--- config.mk ---
export PLATFORM = sky130hd
export DESIGN_NAME = byte_stream_loader_flat
export DESIGN_NICKNAME = d
export VERILOG_FILES = /design/src/rtl/loader_pkg.sv /design/src/rtl/byte_stream_loader_if.sv /design/src/rtl/word_packer.sv /design/src/rtl/byte_stream_loader.sv /design/src/flat_wrapper.sv
export SDC_FILE = /design/constraint.sdc
export NUM_CORES = 1
export LEC_CHECK = 0
export BUFFER_PORTS_ARGS = -buffer_cell sky130_fd_sc_hd__buf_2
export CAP_MARGIN = 40
export CELL_PAD_IN_SITES_DETAIL_PLACEMENT = 0
export CELL_PAD_IN_SITES_GLOBAL_PLACEMENT = 1
export CORE_MARGIN = 2
export CORE_UTILIZATION = 30
export CTS_CLUSTER_DIAMETER = 80
export DETAILED_ROUTE_END_ITERATION = 7
export PLACE_DENSITY_LB_ADDON = 0.1
export SLEW_MARGIN = 20
export SYNTH_ARGS = -nofsm -noshare
export SYNTH_HDL_FRONTEND = slang
export SYNTH_SLANG_ARGS = --single-unit
--- constraint.sdc ---
create_clock -name clk -period 7.8 [get_ports clk]
set_input_delay 2.34 -clock clk [delete_from_list [all_inputs] [get_ports clk]]
set_output_delay 2.34 -clock clk [all_outputs]
set_load 0.02 [all_outputs]
--- src/rtl/loader_pkg.sv ---
// Shared types and byte-lane constants for the byte stream loader.
package loader_pkg;

    localparam int BYTES_PER_WORD = 4;
    localparam int BYTE_W         = 8;
    localparam int WORD_W         = BYTES_PER_WORD * BYTE_W;
    localparam int IDX_W          = $clog2(BYTES_PER_WORD);

    typedef enum logic [2:0] {
        ST_IDLE,
        ST_FILL,
        ST_WRITE,
        ST_DONE,
        ST_ERR
    } state_e;

endpackage

--- src/rtl/byte_stream_loader_if.sv ---
// Byte stream input and basic_ram write port bundled together; master is the loader side.
interface byte_stream_loader_if
    import loader_pkg::*;
#(
    parameter int ADDR_W = 32
);

    logic              in_valid;
    logic              in_ready;
    logic [BYTE_W-1:0] in_data;
    logic              in_last;
    logic [ADDR_W-1:0] ram_addr;
    logic [WORD_W-1:0] ram_wdata;
    logic              ram_cs;
    logic              ram_we;
    logic              ram_oe;

    modport master (
        input  in_valid, in_data, in_last,
        output in_ready, ram_addr, ram_wdata, ram_cs, ram_we, ram_oe
    );

    modport slave (
        output in_valid, in_data, in_last,
        input  in_ready, ram_addr, ram_wdata, ram_cs, ram_we, ram_oe
    );

endinterface

--- src/rtl/word_packer.sv ---
// Packs bytes big-endian into a word; the first byte of each word clears the low lanes.
module word_packer
    import loader_pkg::*;
(
    input  logic              clk,
    input  logic              rst,
    input  logic              clear_i,
    input  logic              push_i,
    input  logic              commit_i,
    input  logic [BYTE_W-1:0] byte_i,
    output logic [WORD_W-1:0] word_o,
    output logic              last_lane_o
);

    logic [IDX_W-1:0]  idx_q, idx_d;
    logic [WORD_W-1:0] word_q, word_d;

    always_comb begin
        idx_d  = idx_q;
        word_d = word_q;
        if (clear_i) begin
            idx_d  = '0;
            word_d = '0;
        end else if (push_i) begin
            // Zeroing on lane 0 gives the padding for short final words
            if (idx_q == '0) word_d = '0;
            for (int l = 0; l < BYTES_PER_WORD; l++) begin
                if (idx_q == IDX_W'(l))
                    word_d[(BYTES_PER_WORD-1-l)*BYTE_W +: BYTE_W] = byte_i;
            end
            idx_d = idx_q + IDX_W'(1);
        end else if (commit_i) begin
            idx_d = '0;
        end
    end

    always_ff @(posedge clk or posedge rst) begin
        if (rst) begin
            idx_q  <= '0;
            word_q <= '0;
        end else begin
            idx_q  <= idx_d;
            word_q <= word_d;
        end
    end

    assign word_o      = word_q;
    assign last_lane_o = (idx_q == IDX_W'(BYTES_PER_WORD-1));

endmodule

--- src/rtl/byte_stream_loader.sv ---
// Loads a byte-stream object image into basic_ram as consecutive big-endian words.
module byte_stream_loader
    import loader_pkg::*;
#(
    parameter int BASE_ADDR = 3000,
    parameter int ADDR_W    = 32,
    parameter int MAX_WORDS = 1024
) (
    input  logic                clk,
    input  logic                rst,
    input  logic                start,
    byte_stream_loader_if.master bus,
    output logic                busy,
    output logic                done,
    output logic                err,
    output logic [ADDR_W-1:0]   word_count
);

    state_e            state_q, state_d;
    logic [ADDR_W-1:0] count_q, count_d;
    logic [ADDR_W-1:0] addr_q, addr_d;
    logic              last_q, last_d;

    logic              start_ok;
    logic              accept;
    logic              word_end;
    logic              last_lane;
    logic [WORD_W-1:0] word;

    assign start_ok = start && (state_q == ST_IDLE || state_q == ST_DONE || state_q == ST_ERR);
    assign accept   = (state_q == ST_FILL) && bus.in_valid;
    assign word_end = accept && (last_lane || bus.in_last);

    word_packer u_packer (
        .clk         (clk),
        .rst         (rst),
        .clear_i     (start_ok),
        .push_i      (accept),
        .commit_i    (state_q == ST_WRITE),
        .byte_i      (bus.in_data),
        .word_o      (word),
        .last_lane_o (last_lane)
    );

    always_comb begin
        state_d = state_q;
        count_d = count_q;
        addr_d  = addr_q;
        last_d  = last_q;
        unique case (state_q)
            ST_IDLE, ST_DONE, ST_ERR: begin
                if (start) begin
                    state_d = ST_FILL;
                    count_d = '0;
                    addr_d  = ADDR_W'(BASE_ADDR);
                    last_d  = 1'b0;
                end
            end
            ST_FILL: begin
                if (word_end) begin
                    last_d  = bus.in_last;
                    // Capacity is checked when a word completes, so a full load with no extra word is fine
                    state_d = (count_q == ADDR_W'(MAX_WORDS)) ? ST_ERR : ST_WRITE;
                end
            end
            ST_WRITE: begin
                count_d = count_q + ADDR_W'(1);
                addr_d  = addr_q + ADDR_W'(1);
                state_d = last_q ? ST_DONE : ST_FILL;
            end
            default: state_d = ST_IDLE;
        endcase
    end

    always_ff @(posedge clk or posedge rst) begin
        if (rst) begin
            state_q <= ST_IDLE;
            count_q <= '0;
            addr_q  <= ADDR_W'(BASE_ADDR);
            last_q  <= 1'b0;
        end else begin
            state_q <= state_d;
            count_q <= count_d;
            addr_q  <= addr_d;
            last_q  <= last_d;
        end
    end

    assign bus.in_ready  = (state_q == ST_FILL);
    assign bus.ram_cs    = (state_q == ST_WRITE);
    assign bus.ram_we    = (state_q == ST_WRITE);
    assign bus.ram_oe    = 1'b0;
    assign bus.ram_addr  = addr_q;
    assign bus.ram_wdata = word;

    assign busy       = (state_q == ST_FILL) || (state_q == ST_WRITE);
    assign done       = (state_q == ST_DONE);
    assign err        = (state_q == ST_ERR);
    assign word_count = count_q;

endmodule

--- src/flat_wrapper.sv ---
// flat-port wrapper written by rule: the top's interface ports become plain ports
module byte_stream_loader_flat import loader_pkg::*;
#(
    parameter int BASE_ADDR = 3000,
    parameter int ADDR_W    = 32,
    parameter int MAX_WORDS = 1024
)
  (clk, rst, start, busy, done, err, word_count, bus_in_valid, bus_in_data, bus_in_last, bus_in_ready, bus_ram_addr, bus_ram_wdata, bus_ram_cs, bus_ram_we, bus_ram_oe);
  byte_stream_loader_if #(.ADDR_W(ADDR_W)) bus_i ();
  input  logic clk;
  input  logic rst;
  input  logic start;
  output logic busy;
  output logic done;
  output logic err;
  output logic [ADDR_W-1:0] word_count;
  input wire logic [$bits(bus_i.in_valid)-1:0] bus_in_valid;
  input wire logic [$bits(bus_i.in_data)-1:0] bus_in_data;
  input wire logic [$bits(bus_i.in_last)-1:0] bus_in_last;
  output wire logic [$bits(bus_i.in_ready)-1:0] bus_in_ready;
  output wire logic [$bits(bus_i.ram_addr)-1:0] bus_ram_addr;
  output wire logic [$bits(bus_i.ram_wdata)-1:0] bus_ram_wdata;
  output wire logic [$bits(bus_i.ram_cs)-1:0] bus_ram_cs;
  output wire logic [$bits(bus_i.ram_we)-1:0] bus_ram_we;
  output wire logic [$bits(bus_i.ram_oe)-1:0] bus_ram_oe;
  assign bus_i.in_valid = bus_in_valid;
  assign bus_i.in_data = bus_in_data;
  assign bus_i.in_last = bus_in_last;
  assign bus_in_ready = bus_i.in_ready;
  assign bus_ram_addr = bus_i.ram_addr;
  assign bus_ram_wdata = bus_i.ram_wdata;
  assign bus_ram_cs = bus_i.ram_cs;
  assign bus_ram_we = bus_i.ram_we;
  assign bus_ram_oe = bus_i.ram_oe;
  byte_stream_loader #(.BASE_ADDR(BASE_ADDR), .ADDR_W(ADDR_W), .MAX_WORDS(MAX_WORDS)) u_core (.clk(clk), .rst(rst), .start(start), .bus(bus_i), .busy(busy), .done(done), .err(err), .word_count(word_count));
endmodule
# --- Word level (Yosys, flattened, before mapping) ---
# Cells that the tools add are included.
word_totals:
  regBits: 102
  wordCells: 69
classes:
  add_sub_neg: 3
  n_eq_ne: 10
  n_mux: 22
  n_reduce_logical: 25
ops:
  columns: ["cell", "count"]
  rows:
  - ["2-to-1 mux 32 bit", 5]
  - ["case mux 32 bit (2 select lines)", 2]
  - ["adder 32 x 1 -> 32 bit, second input constant", 2]
  - ["== test 32 x 11 -> 1 bit, second input constant", 1]
  - ["2-to-1 mux 8 bit", 4]
  - ["AND reduction 2 bit", 6]
  - ["nonzero test 3 bit", 4]
  - ["2-to-1 mux 3 bit", 3]
  - ["case mux 3 bit (3 select lines)", 1]
  - ["2-to-1 mux 2 bit", 4]
  - ["nonzero test 2 bit", 4]
  - ["== test 3 x 2 -> 1 bit, second input constant", 2]
  - ["== test 2 bit, second input constant", 2]
  - ["logical OR 1 bit", 4]
  - ["== test 3 x 1 -> 1 bit, second input constant", 1]
  - ["== test 3 bit, second input constant", 1]
  - ["logical AND 1 bit", 3]
  - ["zero test 3 bit", 1]
  - ["AND reduction 3 bit", 1]
  - ["OR reduction 3 bit", 1]
  - ["adder 2 x 1 -> 2 bit, second input constant", 1]
  - ["== test 2 x 1 -> 1 bit, second input constant", 1]
  - ["zero test 2 bit", 1]
  - ["2-to-1 mux 1 bit", 2]
  - ["3 further kinds", 3]

# --- Depth between registers and ports, before layout ---
depth:
  depth_word: 6
  depth_mapped: 7
  ltp_nobuf: 5

# --- By module ---
# Synthesis repeated with hierarchy kept, for this count alone.
hier_totals:
  cells_unflattened: 522
  hier_area_um2: 5117.4
by_module_without_submodules:
  columns: ["mod", "n_inst", "cells_per_inst", "area_per_inst_um2"]
  rows:
  - ["byte_stream_loader", 1, 377, 3639.7]
  - ["word_packer", 1, 145, 1477.7]

# --- Least setup slack after synthesis ---
# No wires, ideal clock.
synth_timing:
  kind: "register to output"
  startpoint: "reg u_core.state_q[0]"
  endpoint: "out bus_ram_we"
  t_arrival_ps: 1362
  t_required_ps: 5460
  slack_ps: 4098
  path_stages_with_launch: 6
  path_buffers: 3
  path_cell_list: "dfrtp_1 > buf_2 > or3b_1 > buf_6 > clkinv_1 > buf_4"
synth_between:
  elab_chain_len: 1
synth_lines:
  columns: ["element", "line_no", "source"]
  rows:
  - ["start, declared", "byte_stream_loader.sv:19", "state_e state_q, state_d;"]
  - ["start signal, assigned", "byte_stream_loader.sv:82", "state_q <= state_d;"]
  - ["== test 3 x 2 -> 1 bit", null, null]
  - ["end, declared", "flat_wrapper.sv:24", "output wire logic [$bits(bus_i.ram_we)-1:0] bus_ram_we;"]
# Every way passes these cells.

# --- Worst setup path in the final report ---
layout_timing:
  startpoint: "reg u_core.state_q[1]"
  endpoint: "out bus_ram_we"
layout_between:
  elab_chain_len: 1
layout_lines:
  columns: ["element", "line_no", "source"]
  rows:
  - ["== test 3 x 2 -> 1 bit", "byte_stream_loader.sv:91", "assign bus.ram_we = (state_q == ST_WRITE);"]
# Every way passes these cells.

==> results.json <==
{
  "final_max_slew_viol_count": 0,
  "start_kind": "flip-flop",
  "yosysSeqAreaShare": 0.515,
  "path_cells": "or3b_1, clkinv_1, buf_2",
  "dp_hpwl_um": 10100,
  "drt_iter0_markers": 173,
  "n_antenna_cell": 0,
  "hold_viol": 0,
  "p_sw_frac": 0.378,
  "p_comb_frac": 0.286,
  "finalSetupViolations": 0,
  "instances_no_fill": 819,
  "overflow": 0,
  "worstPathMaxFanout": 17,
  "portBuffers": 114,
  "required_ps": 5460,
  "grt_pass1_wl_um": 22600,
  "routed-via-count": 4164,
  "grt_pass1_vias": 4123,
  "synth_nets": 498,
  "status": "finished, final reports clean",
  "routedWlPerCell_um": 17.2,
  "top_layer": "met4",
  "cp_slowest_cell": "or3b_1",
  "crit_buf_inv": 2,
  "ys_types": 53,
  "synth_top_area_cell": "dfrtp_1",
  "setup_tns_ps": 0,
  "hold_buffers": 0,
  "yosysWarnings": 0,
  "cts_sinks": 102,
  "syn_avg_cell_area_um2": 10.4,
  "netlist.area_leader.share": 0.478,
  "placed_cells": 803,
  "die_w_um": 133,
  "grt_max_degree": 58,
  "async_reset_ff_frac": 1.00,
  "drive_gt1_frac": 0.257,
  "dieHeight_um": 133,
  "cts_buffer_depth": 2,
  "max-cap-violations": 0,
  "fmax_mhz": 225,
  "rsz0062_at_grt": "false",
  "routed_via_density": 5.08,
  "path_depth": 3,
  "post-place-ws_ps": 3720,
  "synth_most_common_cell": "dfrtp_1",
  "leakage_nw": 3.23,
  "tritoncts": "done",
  "worst_pin_slew_ps": 792,
  "rows": 47,
  "die-area_mm2": 0.0176,
  "path_class": "flip-flop to primary output",
  "switchingPower_uw": 603,
  "relSlewSlack": 0.467,
  "cts_buffers": 9,
  "cts.htree.levels": 3,
  "end_kind": "primary output",
  "start_util": 0.303,
  "route.met2.wl_um": 6650,
  "internal-power_uw": 992,
  "whs_path_depth": 1,
  "ys_top_cells_by_count": "95 x dfrtp_1, 72 x nand2_1, 51 x mux2i_1",
  "seqPwrFrac": 0.403,
  "path_clk_slew_ps": 80,
  "pin_count": 116,
  "cts-resized-gates": 0,
  "clkPwrFrac": 0.311,
  "ir_drop_mv": 0.114,
  "clock_latency_ps": 360,
  "root_buffer": "clkbuf_16",
  "synth_edf_count": 0,
  "drc": 0,
  "period_share": 0.571,
  "track_usage": 0.161,
  "synth_area_leaders": "dfrtp_1 48%, mux2i_1 10%, nand2_1 5.4%, a22o_1 4.2%, nand4_1 3.8%",
  "coreArea_mm2": 0.0164,
  "area.growth.synth_to_final_pct": 23.6,
  "cp_top_family": "buffers and inverters",
  "cpPeakStageDelay_ps": 560,
  "place_congestion": 0.749,
  "met1_length_um": 6640,
  "totalPowerFinal_mw": 1.60,
  "ys_ff_latch": 102,
  "drtAntennaViolNets": 0,
  "cts_setup_buffers": 0,
  "fin_crit_ps": 4450,
  "firstDrtPassIters": 4,
  "syn_inst": 478,
  "wl_met3_um": 562,
  "fin_worst_skew_ps": 8.04,
  "arrival_ps": 2110,
  "setup_slack_ps": 3350,
  "worst-r2r-cell-count": 5,
  "powerDensity_mw_per_mm2": 259,
  "antenna_found_initial": 0,
  "fin_nets": 614,
  "wl_um": 14100,
  "syn_area_mm2": 0.00497,
  "hold_ws_ps": 476,
  "synth-main-ff-cell": "dfrtp_1",
  "hold_class": "flip-flop to flip-flop"
}
==> power groups by stage <==
stage,combinational [mW],sequential [mW],clock [mW]
detailed placement,0.467,0.652,0
floorplan,0.263,0.691,0
finish,0.456,0.643,0.496
global placement,0.453,0.651,0
CTS,0.468,0.643,0.513
global route,0.507,0.651,0.535
==> through the flow <==
| step | cell area (um^2) | util |
|---|---|---|
| after floorplan | 4970 | - |
| after global placement | 5760 | 0.351 |
| after detailed placement | 5830 | 0.355 |
| after CTS | 6150 | 0.375 |
| after global routing | 6150 | 0.375 |
| final | 6150 | 0.375 |
==> worst reg2reg max path: cells and delay by family, from the launching register on <==
family	cells	cell delay (ps)
compound gates	2	630
buf+inv	1	250
flops	1	470
simple gates	2	980
==> area by class of cell <==
cell class / count / area (um^2)
Multi-Input combinational cell: 342 / 2270
Tap cell: 220 / 275
Fill cell: 1681 / 10300
Clock inverter: 7 / 95.1
Sequential cell: 102 / 2560
Clock buffer: 9 / 225
Inverter: 15 / 58.8
Timing Repair Buffer: 124 / 664
==> sequential cells by signal (all words and copies together) (netlist names) <==
name / count
u_core.u_packer.word_o: 32
u_core.last_q: 1
u_core.state_q: 3
u_core.u_packer.idx_q: 2
u_core.word_count: 32
u_core.bus.ram_addr: 32
==> cells in the final DEF (no fill, tap or decap), drive strengths merged, types with 3 or more instances in the layout <==
cell and n:
a21oi 5, a22o 24, and2 6, and3 5, and4 6, buf 123
clkbuf 9, dfrtp 95, dfstp 7, ha 7, inv 20, mux2i 51
nand2 72, nand3 35, nand4 30, nor2 23, nor3 10, nor3b 3
nor4 12, o211ai 3, o21a 3, o21ai 13, o311ai 4, o31ai 4
xor2 5
==> cells by family after synthesis <==
group                      Yosys count  share of synthesized area
and+or+nand+nor                    213                      0.226
DFF                                102                      0.515
AOI/OAI and AO/OA                   64                     0.0963
muxes                               51                      0.103
buffers and inverters               34                     0.0317
adders and majority gates            7                     0.0176
xor gates and xnor gates             6                     0.0106
other                                1                   0.000754
==> path summary, 6_finish.rpt <==
check / from / end / slack (ps)
setup / recovery: u_core.state_q[1] / bus_ram_we / 3350
hold / removal: u_core.bus.ram_addr[31] / u_core.bus.ram_addr[31] / 480
setup reg to reg: u_core.state_q[0] / u_core.u_packer.word_o[7] / 5410
hold reg to reg: u_core.bus.ram_addr[31] / u_core.bus.ram_addr[31] / 480
max in group asynchronous: rst / u_core.bus.ram_addr[3] / 4790
min in group asynchronous: rst / u_core.bus.ram_addr[16] / 1960
==> metal layers <==
layer	vias to the layer above	GRT usage
li1	1989	-
met2	101	0.262
met4	0	0.0573
met1	2059	0.218
met5	-	0
met3	15	0.0280
Power figures use the tool's default switching activity.
